===== src/rtl/stream_rr_arbiter_if.sv =====
// Stream bundle between NREQ upstream requesters, the arbiter and one downstream sink.
// The arbiter connects through the slave modport. The master modport is the opposite view.
interface stream_rr_arbiter_if #(
   parameter int NREQ = 4,
   parameter int DW   = 8
);
   localparam int SW = $clog2(NREQ);

   // Handshake: a beat moves on a rising edge when valid and ready are both high
   // on that side of the arbiter. Upstream is i_valid[k]/o_ready[k]; downstream is o_valid/i_ready.
   // Once o_valid is raised, o_data/o_last/o_src hold until i_ready is seen high.
   logic [NREQ-1:0]    i_valid;
   logic [NREQ-1:0]    o_ready;
   logic [NREQ*DW-1:0] i_data;
   logic [NREQ-1:0]    i_last;
   logic               o_valid;
   logic               i_ready;
   logic [DW-1:0]      o_data;
   logic               o_last;
   logic [SW-1:0]      o_src;
   logic               dbg_locked;   // lock FSM state, 1 = LOCKED

   modport slave (
      input  i_valid, i_data, i_last, i_ready,
      output o_ready, o_valid, o_data, o_last, o_src, dbg_locked
   );

   modport master (
      output i_valid, i_data, i_last, i_ready,
      input  o_ready, o_valid, o_data, o_last, o_src, dbg_locked
   );
endinterface


===== src/rtl/stream_rr_arbiter.sv =====
// Round-robin arbiter that merges NREQ valid/ready streams into one registered output stage.
// With OPT_PKTLOCK=1, the grant is held from the first beat of a packet through its i_last beat.
module stream_rr_arbiter #(
   parameter int NREQ         = 4,
   parameter int DW           = 8,
   parameter int OPT_PKTLOCK  = 1,
   parameter int OPT_LOWPOWER = 0
) (
   input logic                i_clk,
   input logic                i_reset,
   stream_rr_arbiter_if.slave bus
);
   localparam int SW = $clog2(NREQ);
   localparam logic [SW-1:0] LAST_IDX = SW'(NREQ - 1);

   typedef enum logic {
      ST_UNLOCKED = 1'b0,
      ST_LOCKED   = 1'b1
   } lock_state_t;

   lock_state_t   state_q, state_d;
   logic [SW-1:0] lock_idx_q, lock_idx_d;
   logic [SW-1:0] ptr_q, ptr_d;

   logic [SW-1:0] rr_idx;
   logic          rr_found;
   logic [SW-1:0] cur;
   logic          cur_valid;
   logic          cur_last;
   logic [DW-1:0] cur_data;
   logic          adv;
   logic          grant;
   logic          accept;
   logic          ends_grant;
   logic [NREQ-1:0] ready;

   logic          o_valid_q;
   logic          o_last_q;
   logic [DW-1:0] o_data_q;
   logic [SW-1:0] o_src_q;

   // Round-robin search: first valid requester starting at ptr, wrapping modulo NREQ.
   always_comb begin
      int k;
      k        = 0;
      rr_found = 1'b0;
      rr_idx   = ptr_q;
      for (int n = 0; n < NREQ; n++) begin
         k = int'(ptr_q) + n;
         if (k >= NREQ) k = k - NREQ;
         if (!rr_found && bus.i_valid[SW'(k)]) begin
            rr_found = 1'b1;
            rr_idx   = SW'(k);
         end
      end
   end

   // Current selection, its beat, and the handshake decision for this cycle.
   always_comb begin
      cur       = (state_q == ST_LOCKED) ? lock_idx_q : rr_idx;
      cur_valid = 1'b0;
      cur_last  = 1'b0;
      cur_data  = '0;
      for (int n = 0; n < NREQ; n++) begin
         if (cur == SW'(n)) begin
            cur_valid = bus.i_valid[n];
            cur_last  = bus.i_last[n];
            cur_data  = bus.i_data[n*DW +: DW];
         end
      end
      adv = !o_valid_q || bus.i_ready;
      // While locked, ready is offered to the owner even during its bubbles.
      grant = adv && ((state_q == ST_LOCKED) || rr_found);
      ready = '0;
      for (int n = 0; n < NREQ; n++) begin
         if (grant && (cur == SW'(n))) ready[n] = 1'b1;
      end
      accept     = grant && cur_valid;
      ends_grant = accept && ((OPT_PKTLOCK == 0) || cur_last);
   end

   // Lock FSM next state and round-robin pointer update.
   always_comb begin
      state_d    = state_q;
      lock_idx_d = lock_idx_q;
      ptr_d      = ptr_q;
      if (OPT_PKTLOCK != 0) begin
         case (state_q)
            ST_UNLOCKED: begin
               if (accept && !cur_last) begin
                  state_d    = ST_LOCKED;
                  lock_idx_d = cur;
               end
            end
            ST_LOCKED: begin
               if (accept && cur_last) state_d = ST_UNLOCKED;
            end
            default: state_d = ST_UNLOCKED;
         endcase
      end
      if (ends_grant) ptr_d = (cur == LAST_IDX) ? '0 : cur + SW'(1);
   end

   // Lock FSM and pointer registers.
   always_ff @(posedge i_clk) begin
      if (i_reset) begin
         state_q    <= ST_UNLOCKED;
         lock_idx_q <= '0;
         ptr_q      <= '0;
      end else begin
         state_q    <= state_d;
         lock_idx_q <= lock_idx_d;
         ptr_q      <= ptr_d;
      end
   end

   // Output stage: load on accept, empty on an idle advance, hold while stalled.
   always_ff @(posedge i_clk) begin
      if (i_reset) begin
         o_valid_q <= 1'b0;
         o_data_q  <= '0;
         o_last_q  <= 1'b0;
         o_src_q   <= '0;
      end else if (accept) begin
         o_valid_q <= 1'b1;
         o_data_q  <= cur_data;
         o_last_q  <= cur_last;
         o_src_q   <= cur;
      end else if (adv) begin
         o_valid_q <= 1'b0;
         if (OPT_LOWPOWER != 0) begin
            o_data_q <= '0;
            o_last_q <= 1'b0;
         end
      end
   end

   assign bus.o_ready    = ready;
   assign bus.o_valid    = o_valid_q;
   assign bus.o_data     = o_data_q;
   assign bus.o_last     = o_last_q;
   assign bus.o_src      = o_src_q;
   assign bus.dbg_locked = (state_q == ST_LOCKED);

endmodule


===== src/flat_wrapper.sv =====
// flat-port wrapper written by rule: the top's interface ports become plain ports
module stream_rr_arbiter_flat 
#(
   parameter int NREQ         = 4,
   parameter int DW           = 8,
   parameter int OPT_PKTLOCK  = 1,
   parameter int OPT_LOWPOWER = 0
)
  (i_clk, i_reset, bus_i_valid, bus_i_data, bus_i_last, bus_i_ready, bus_o_ready, bus_o_valid, bus_o_data, bus_o_last, bus_o_src, bus_dbg_locked);
  stream_rr_arbiter_if #(.NREQ(NREQ), .DW(DW)) bus_i ();
  input logic i_clk;
  input logic i_reset;
  input wire logic [$bits(bus_i.i_valid)-1:0] bus_i_valid;
  input wire logic [$bits(bus_i.i_data)-1:0] bus_i_data;
  input wire logic [$bits(bus_i.i_last)-1:0] bus_i_last;
  input wire logic [$bits(bus_i.i_ready)-1:0] bus_i_ready;
  output wire logic [$bits(bus_i.o_ready)-1:0] bus_o_ready;
  output wire logic [$bits(bus_i.o_valid)-1:0] bus_o_valid;
  output wire logic [$bits(bus_i.o_data)-1:0] bus_o_data;
  output wire logic [$bits(bus_i.o_last)-1:0] bus_o_last;
  output wire logic [$bits(bus_i.o_src)-1:0] bus_o_src;
  output wire logic [$bits(bus_i.dbg_locked)-1:0] bus_dbg_locked;
  assign bus_i.i_valid = bus_i_valid;
  assign bus_i.i_data = bus_i_data;
  assign bus_i.i_last = bus_i_last;
  assign bus_i.i_ready = bus_i_ready;
  assign bus_o_ready = bus_i.o_ready;
  assign bus_o_valid = bus_i.o_valid;
  assign bus_o_data = bus_i.o_data;
  assign bus_o_last = bus_i.o_last;
  assign bus_o_src = bus_i.o_src;
  assign bus_dbg_locked = bus_i.dbg_locked;
  stream_rr_arbiter #(.NREQ(NREQ), .DW(DW), .OPT_PKTLOCK(OPT_PKTLOCK), .OPT_LOWPOWER(OPT_LOWPOWER)) u_core (.i_clk(i_clk), .i_reset(i_reset), .bus(bus_i));
endmodule

===== config.mk =====
export PLATFORM = sky130hd
export DESIGN_NAME = stream_rr_arbiter_flat
export DESIGN_NICKNAME = d
export VERILOG_FILES = /design/src/rtl/stream_rr_arbiter_if.sv /design/src/rtl/stream_rr_arbiter.sv /design/src/flat_wrapper.sv
export SDC_FILE = /design/constraint.sdc
export NUM_CORES = 1
export LEC_CHECK = 0
export BUFFER_PORTS_ARGS = -buffer_cell sky130_fd_sc_hd__buf_4
export CAP_MARGIN = 20
export CORE_ASPECT_RATIO = 0.6
export CORE_MARGIN = 2
export CORE_UTILIZATION = 42
export DETAILED_ROUTE_END_ITERATION = 10
export PLACE_DENSITY = 0.76
export SLEW_MARGIN = 20
export SYNTH_ARGS = -nofsm -noshare
export SYNTH_HDL_FRONTEND = slang
export SYNTH_SLANG_ARGS = --single-unit

===== constraint.sdc =====
create_clock -name i_clk -period 2.5 [get_ports i_clk]
set_input_delay 0.5 -clock i_clk [delete_from_list [all_inputs] [get_ports i_clk]]
set_output_delay 0.5 -clock i_clk [all_outputs]
set_load 0.005 [all_outputs]

* Word-level counts from Yosys, hierarchy flattened
Cells that the tools add are included.
Word-level totals: register bits 17, input bits 43, word-level logic and storage cells 95
Cells by class: add/sub/neg operators 8, $lt $le $gt $ge 8, equality and inequality tests 3, multiplexer cells 47, bitwise gates (word level) 1, reductions and logical operators 21
Operators with widths (count):
- $mux 8 | 4
- $mux 1 | 28
- $mux 2 | 10
- $lt 2x4->1 const B | 4
- $logic_and 1x1->1 | 11
- $ge 3x3->1 const B | 3
- $bmux 1 s2 | 4
- $sub 2x1->2 const B | 4
- $add 2x2->3 const B | 2
- $logic_not 1->1 | 5
- $eq 2x2->1 const B | 2
- $add 2x1->3 const B | 1
- $ge 2x3->1 const B | 1
- $add 2x1->2 const B | 1
- $eq 2x1->1 const B | 1
- $logic_not 2->1 | 1
- $logic_or 1x1->1 | 2
- $pmux 1 s2 | 1
- $reduce_and 2->1 | 1
- $reduce_bool 2->1 | 1
- $not 1->1 | 1

* Logic depth before layout (Yosys ltp)
Gate-level depths: netlist of run 1.
depth after elaboration 25, gate-level depth with buffers 12

* Least setup slack after synthesis of run 1
No wires, ideal clock.
kind input -> register, start input port bus_i_valid[2], end register u_core.lock_idx_q[0], data arrival time 2653 ps, data required time 2428 ps, setup slack -224 ps, stages on the path 11, cells stage by stage buf_4 -> nor2b_1 -> o21a_1 -> o31ai_1 -> inv_1 -> ha_1 -> buf_2 -> a211oi_1 -> a211oi_2 -> nor4_2 -> mux2i_1
On the way: word-level cells in the longest chain between the ends 22
Ends and longest elaborated chain:
- start: declaration | line flat_wrapper.sv:13 | input wire logic [$bits(bus_i.i_valid)-1:0] bus_i_valid;
- $bmux 1 s2 | line stream_rr_arbiter.sv:51 | if (!rr_found && bus.i_valid[SW'(k)]) begin
- $mux 1 (implied by the code) (2 in a row) | line stream_rr_arbiter.sv:51
- $mux 1 | line stream_rr_arbiter.sv:51
- $logic_not 1->1 | line stream_rr_arbiter.sv:51
- $logic_and 1x1->1 | line stream_rr_arbiter.sv:51
- $mux 1 | line stream_rr_arbiter.sv:51
- $logic_not 1->1 | line stream_rr_arbiter.sv:51
- $logic_and 1x1->1 | line stream_rr_arbiter.sv:51
- (+3 left out)
- $mux 2 * | line stream_rr_arbiter.sv:51
- $mux 2 * | line stream_rr_arbiter.sv:60 | cur = (state_q == ST_LOCKED) ? lock_idx_q : rr_idx;
- net u_core.cur[1] | line stream_rr_arbiter.sv:27 | logic [SW-1:0] cur;
- $logic_not 2->1 | line stream_rr_arbiter.sv:65 | if (cur == SW'(n)) begin
- $mux 1 (4 in a row) | line stream_rr_arbiter.sv:65
- $logic_and 1x1->1 / $logic_not 1->1 (equally long branches) | line stream_rr_arbiter.sv:78, stream_rr_arbiter.sv:90
- $logic_and 1x1->1 * | line stream_rr_arbiter.sv:90 | if (accept && !cur_last) begin
- $reduce_and 2->1 (no line) *
- end signal: assignment | line stream_rr_arbiter.sv:112 | lock_idx_q <= lock_idx_d;
- end: declaration | line stream_rr_arbiter.sv:22 | logic [SW-1:0] lock_idx_q, lock_idx_d;
Mark *: on every way through the listed nets, which the timed path passes. The rest lies on a longest branch. The select of a mux whose other input is x is not followed. A chain may end at the register's enable or synchronous reset.

* Worst setup path in the final report of run 1
start register u_core.ptr_q[0], end register u_core.o_data_q[4] (netlist: u_core.bus.o_data[4])
On the way: word-level cells in the longest chain between the ends 22
Ends and longest elaborated chain:
- start: declaration | line stream_rr_arbiter.sv:23 | logic [SW-1:0] ptr_q, ptr_d;
- start signal: assignment | line stream_rr_arbiter.sv:113 | ptr_q <= ptr_d;
- parallel branches: the longest is 14 deep, another holds $add 2x1->3
- $mux 2 * | line stream_rr_arbiter.sv:51
- $mux 2 * | line stream_rr_arbiter.sv:60
- net u_core.cur[1] | line stream_rr_arbiter.sv:27
- $logic_not 2->1 | line stream_rr_arbiter.sv:65
- $mux 1 (4 in a row) | line stream_rr_arbiter.sv:65
- $logic_and 1x1->1 | line stream_rr_arbiter.sv:78 | accept = grant && cur_valid;
- end signal: assignment | line stream_rr_arbiter.sv:126 | o_data_q <= cur_data;
- end: declaration | line stream_rr_arbiter.sv:39 | logic [DW-1:0] o_data_q;
Mark *: on every way through the listed nets, which the timed path passes. The select of a mux whose other input is x is not followed.

==> results.toml, run 1 <==
[power_and_ir_drop]
p_leak_nw = 1.05
powerDensity_nw_per_um2 = 1470
vdd_drop_max_mv = 0.761

[route]
drtAntennaViolNets = 0
drt-initial-drc-count = 170
drt_first_pass_iters = 5
routed_wl_microns = 6650
drc_errors = 0
post_drt_wl_per_cell_microns = 21.5
via_per_inst = 6.13
vias = 1893

[critical_path]
worstSetupPathType = "flop to flop"
rrSetupSlack_ns = -0.16
worstPathRequired_ns = 2.65
max_stage_delay_ns = 0.42
cp-start-kind = "flop"
end_kind = "flop"
crit_chain = "buf_12 > nor2b_4 > o21a_1 > o31ai_4 > inv_2 > ha_4 > buf_6 > o311ai_4 > buf_6 > nor2_4 > a311oi_2"
cpMaxStageDelayCell = "dfxtp_4"
crit_path_max_fanout = 6
crit_arrival_ns = 2.81
crit_top_cell = "buf_6"

[logic_synthesis]
ys.flop_type = "dfxtp_1"
netlist_instances = 168
synth_top_area_share_pct = 25.7
seq_area_frac_synth_pct = 25.7
ys_types = 45
yosysTopAreaCell = "dfxtp_1"
yosys-top-cells-area = "dfxtp_1 (26%), o211ai_1 (9.6%), nand2_1 (9.1%)"
synth_fp_nets = 215
ys_async_sr_fraction_pct = 0
avgSynthCellArea_sq_um = 7.87
synth-seq-cells = 17
syn_area_sq_um = 1320
yosysWarnings = 0
synth_edf_count = 0

[cells_and_area]
drive_gt1_share_pct = 58.8
stdcell_count = 309
n_antenna_cell = 0
nets = 315
final_util_pct = 84.7
area_delta_synth_final_pct = 87.5

[global_route]
overflow = 0
grt_pass1_wl_microns = 8630
grt_max_degree = 17
track_usage_pct = 32.0
antenna_found_initial = 0
grt_pass1_vias = 1658

[place]
io_buffers = 59
pre_cts_ws_ns = -0.377
globalplace.congestion = 0.864
dp.final_hpwl_microns = 3710
dp.cells = 283

[floorplan]
core_area_sq_um = 2930
die_w_microns = 76.4
fp.dieArea_sq_um = 3630
io_pins = 60
start_util_pct = 45.2
num_rows = 15
die_y_microns = 47.5

[sta]
final_hold_viol_count = 0
rsz0062_at_grt = "yes"
fin_ws_ns = -0.156
layout_min_cycle_time_ns = 2.66
setup_viol = 19
whs_ns = 0.497
max_slew_margin_pct = 64.1
tightest_slew_ns = 0.539
max_freq_ghz = 0.377
slew_viol_final = 0
post-route-period-util_pct = 106
finClkSkew_ns = 0.00278

[cts]
cts_tree = "built"
clkTransAtPathRegs_ns = 0.07
clk-insertion-delay-late_ns = 0.26
cts_buffer_depth = 2
cts_buffers = 3
clkSinkCount = 17
h-tree-depth = 1
cts_hold_buffers = 0
cts_root_buffer = "clkbuf_8"

[outcome]
outcome = "finished, violations left"
violations = "setup timing"

[flow_run]
drv_cap = 0

[worst_hold_path]
hold_class = "flop to flop"
## path summary, 6_finish.rpt
check,startpoint,to,depth (start not counted)
hold / removal,u_core.lock_idx_q[0],u_core.lock_idx_q[0],2
setup / recovery,u_core.ptr_q[0],u_core.bus.o_data[4],11
hold reg to reg,u_core.lock_idx_q[0],u_core.lock_idx_q[0],2
setup reg to reg,u_core.ptr_q[0],u_core.bus.o_data[4],11
## cell usage after synthesis (all sizes together) (2+ instances only)
master	instances
a211oi	4
a21oi	17
a311oi	8
buf	10
clkbuf	3
dfxtp	17
ha	4
inv	8
mux2i	3
nand2	32
nand2b	3
nand3	2
nand3b	2
nor2	3
nor2b	5
nor3	2
nor3b	2
nor4	2
o211ai	17
o21ai	3
o311ai	2
o31ai	3
## sequential cells by signal, indices dropped and copies added, names as in the netlist, named ones only
register,flops
u_core.lock_idx_q,2
u_core.bus.o_data,8
u_core.bus.o_src,2
u_core.ptr_q,2
u_core.bus.o_valid,1
u_core.bus.o_last,1
## per-stage QoR
stage / power, mW / setup TNS, ns / area (sq um)
final: 3.65 / -1.01 / 2480
after global routing: 3.78 / -1.37 / 2480
after detailed placement: 2.49 / -5.67 / 2040
after global placement: 2.43 / -3.71 / 2040
after CTS: 3.09 / -0.169 / 2320
after floorplan: 1.77 / -0.254 / 1430
## power breakdown
part           switching [mW]  leakage (nW)  internal [mW]
registers               0.101         0.141          0.376
logic                    1.53         0.887           1.43
clock network           0.101        0.0255          0.111
total                    1.73          1.05           1.92
## cell usage in the layout, fill, tap and decap left out, types with 2 or more instances in the layout
cell type and count:
buf_4 95, nand2_1 29, o211ai_1 17, dfxtp_1 15, a21oi_1 10, buf_6 10, a21oi_2 7, a311oi_1 5
inv_2 4, ha_4 4, nor2b_4 3, inv_1 3, mux2i_1 3, a311oi_2 3, clkbuf_8 3, nor4_4 2
nand2b_1 2, nor2b_1 2, nand2_2 2, nand3b_1 2, nor2_4 2, nand3_2 2, a211oi_4 2, o31ai_1 2
o21ai_0 2, a211oi_1 2
## per-layer routing
layer	track usage, %	vias up	routed length (microns)
li1	-	831	-
met1	44.8	868	2860
met2	53.6	163	2830
met3	3.40	31	715
met4	12.0	0	243
met5	0	-	0
## critical path: cells and delay by family (launching register included)
family,cells,cell delay (ns)
AOI/OAI and AO/OA,4,1.25
adders and majority gates,1,0.22
buffers and inverters,4,0.56
DFF,1,0.42
and+or+nand+nor,2,0.10
## cell type report
cell class              instances  area (sq um)
flip-flops and latches         17           345
well taps                      42          52.6
repair buffers                107           861
clock buffers                   3          41.3
fillers                       160           448
multi-input cells             131          1140
clock inverters                 1          5.00
inverters                       8          33.8
## what timing repair did
action,in CTS,in global routing
gates resized for setup,28,23
buffers inserted,15,7
gates cloned,0,1
setup endpoints to repair,20,21
pin swaps,8,14
## cell families after synthesis
kind of cell / synth area share (%)
DFF: 25.7
buffers and inverters: 7.38
muxes: 4.26
and+or+nand+nor: 22.2
adders and majority gates: 3.78
AOI/OAI and AO/OA: 36.6
Power figures use the tool's default switching activity.
==> run 2, diff against run 1 <==
--- a/config.mk
+++ b/config.mk
@@ -5,13 +5,14 @@
 export SDC_FILE = /design/constraint.sdc
 export NUM_CORES = 1
 export LEC_CHECK = 0
-export BUFFER_PORTS_ARGS = -buffer_cell sky130_fd_sc_hd__buf_4
 export CAP_MARGIN = 20
 export CORE_ASPECT_RATIO = 0.6
 export CORE_MARGIN = 2
-export CORE_UTILIZATION = 42
+export CORE_UTILIZATION = 55
 export DETAILED_ROUTE_END_ITERATION = 10
-export PLACE_DENSITY = 0.76
+export DONT_BUFFER_PORTS = 1
+export PLACE_DENSITY = 0.73
+export REMOVE_ABC_BUFFERS = 1
 export SLEW_MARGIN = 20
 export SYNTH_ARGS = -nofsm -noshare
 export SYNTH_HDL_FRONTEND = slang
==> run 2 against run 1 <==
  * The run still ends with setup timing left
  * Sequential power down 1%
  * Global-route usage down 0.81 points
  * Clock skew fell by 0.00087 ns
  * Total power is 18% lower
  * Worst hold slack got worse by 0.18 ns
  * Setup slack improved by 0.037 ns
  * Combinational power is 22% lower
  * Sequential share of layout area up 5.3 points
  * Via count down 11%
==> results.toml, run 2 (synthesized netlist as in run 1, its figures left out) <==
[sta]
layout_min_cycle_time_ns = 2.62
slew_viol_final = 0
finClkSkew_ns = 0.00191
fin_ws_ns = -0.119
setup_viol = 8
rsz0062_at_grt = "yes"
whs_ns = 0.312
tns_ns = -0.430
max_slew_margin_pct = 66.7
max_freq_ghz = 0.382
tightest_slew_ns = 0.499
final_hold_viol_count = 0
post-route-period-util_pct = 105

[cells_and_area]
largest_reg_flops = 8
nets = 243
nFillCells = 129
final_util_pct = 81.6
final_cell_mix = "nand2_1 (30), buf_4 (30), o211ai_1 (17)"
area_delta_synth_final_pct = 36.5
drive_gt1_share_pct = 36.9
postLayoutCellArea_sq_um = 1810
n_antenna_cell = 0
stdcell_count = 225

[critical_path]
crit_buf_inv = 2
crit_chain = "and3b_2 > nor4_4 > o31ai_4 > buf_4 > ha_2 > buf_4 > nand3b_1 > a211oi_4 > nand3_2 > o31ai_2"
crit_arrival_ns = 2.78
end_kind = "flop"
crit_path_max_fanout = 4
worstPathRequired_ns = 2.66
cpMaxStageDelayCell = "a211oi_4"
max_stage_delay_ns = 0.45
cp-start-kind = "flop"
crit_top_cell = "buf_4"
crit_family = "compound AO/OA/AOI/OAI gates"
worstSetupPathType = "flop to flop"

[worst_hold_path]
hold_class = "input port to flop"

[cts]
clkTransAtPathRegs_ns = 0.07
cts_buffer_depth = 2
cts_root_buffer = "clkbuf_8"
cts_tree = "built"
clkSinkCount = 17
clk-insertion-delay-late_ns = 0.25
cts_buffers = 3
h-tree-depth = 1

[global_route]
track_usage_pct = 31.2
overflow = 0
grt_pass1_wl_microns = 6740
grt_max_degree = 17
antenna_found_initial = 0
grt_pass1_vias = 1348

[route]
routed_wl_microns = 5300
drt_first_pass_iters = 6
met2_wirelength_microns = 2220
via_per_inst = 7.49
post_drt_wl_per_cell_microns = 23.5
route.met3.wl_microns = 731
drc_errors = 0
drtAntennaViolNets = 0
vias = 1685
wl_met1_microns = 2020
dr.max_layer_used = "met4"
drt-initial-drc-count = 223

[floorplan]
core_area_sq_um = 2210
fp.dieArea_sq_um = 2830
num_rows = 13
io_pins = 60
die_y_microns = 42.0
start_util_pct = 59.8
die_w_microns = 67.3

[power_and_ir_drop]
p_leak_nw = 0.668
vdd_drop_max_mv = 0.847
netSwitchingFraction_pct = 49.1
power_mw = 2.98
p_int_mw = 1.52
powerDensity_nw_per_um2 = 1650
power_frac_seq_pct = 15.8
clock_power_share_pct = 6.9
p_comb_share_pct = 77.4
switching_power_mw = 1.47

[flow_run]
drv_cap = 0

[outcome]
outcome = "finished, violations left"
violations = "setup timing"

[place]
placed_cell_area_sq_um = 1530
dp.cells = 216
dp.final_hpwl_microns = 3040
pre_cts_ws_ns = -0.499
globalplace.congestion = 0.911
io_buffers = 0
[run 2: cell types whose count changed in the layout (fill, tap and decap cells not counted), moves of 3 or more]
cell | before | now
a311oi_2 | 3 | 0
a21oi_2 | 7 | 3
a311oi_1 | 5 | 8
buf_4 | 95 | 30
a21oi_1 | 10 | 13
buf_6 | 10 | 6
[run 2: power groups by stage]
stage	registers, mW	logic (mW)	clock network [mW]
2_1_floorplan	0.448	1.08	0
3_3_place_gp	0.452	1.71	0
3_5_place_dp	0.451	1.77	0
4_1_cts	0.451	1.93	0.207
5_1_grt	0.480	2.43	0.219
6_report	0.471	2.31	0.205
[run 2: path summary, 6_finish.rpt]
kind / slack (ns) / cells after the start / from / end
worst max-delay path: -0.12 / 10 / u_core.ptr_q[1] / u_core.ptr_q[0]
worst min register to register: 0.46 / 2 / u_core.lock_idx_q[0] / u_core.lock_idx_q[0]
worst max register to register: -0.12 / 10 / u_core.ptr_q[1] / u_core.ptr_q[0]
worst min-delay path: 0.31 / 1 / i_reset / u_core.bus.o_last
[run 2: final cells by class]
type	count	area [sq um]	area share, %
Multi-Input combinational cell	130	1050	58.2
Clock inverter	1	5.00	0.277
Timing Repair Buffer	36	293	16.2
Inverter	8	30.0	1.66
Clock buffer	3	41.3	2.29
Tap cell	30	37.5	2.08
Sequential cell	17	348	19.3
[run 2: timing repair]
| item | 4_1_cts | 5_1_grt |
|---|---|---|
| setup buffers | 0 | 5 |
| hold buffers | 0 | 0 |
| pin swaps | 2 | 8 |
| setup endpoints to repair | 21 | 20 |
| cloned | 0 | 0 |
| gates resized for setup | 19 | 26 |
[run 2: routing by layer]
layer	global-route usage, %	up-vias
li1	-	691
met1	43.3	769
met2	50.1	176
met3	9.14	49
met4	2.04	0
met5	0	-
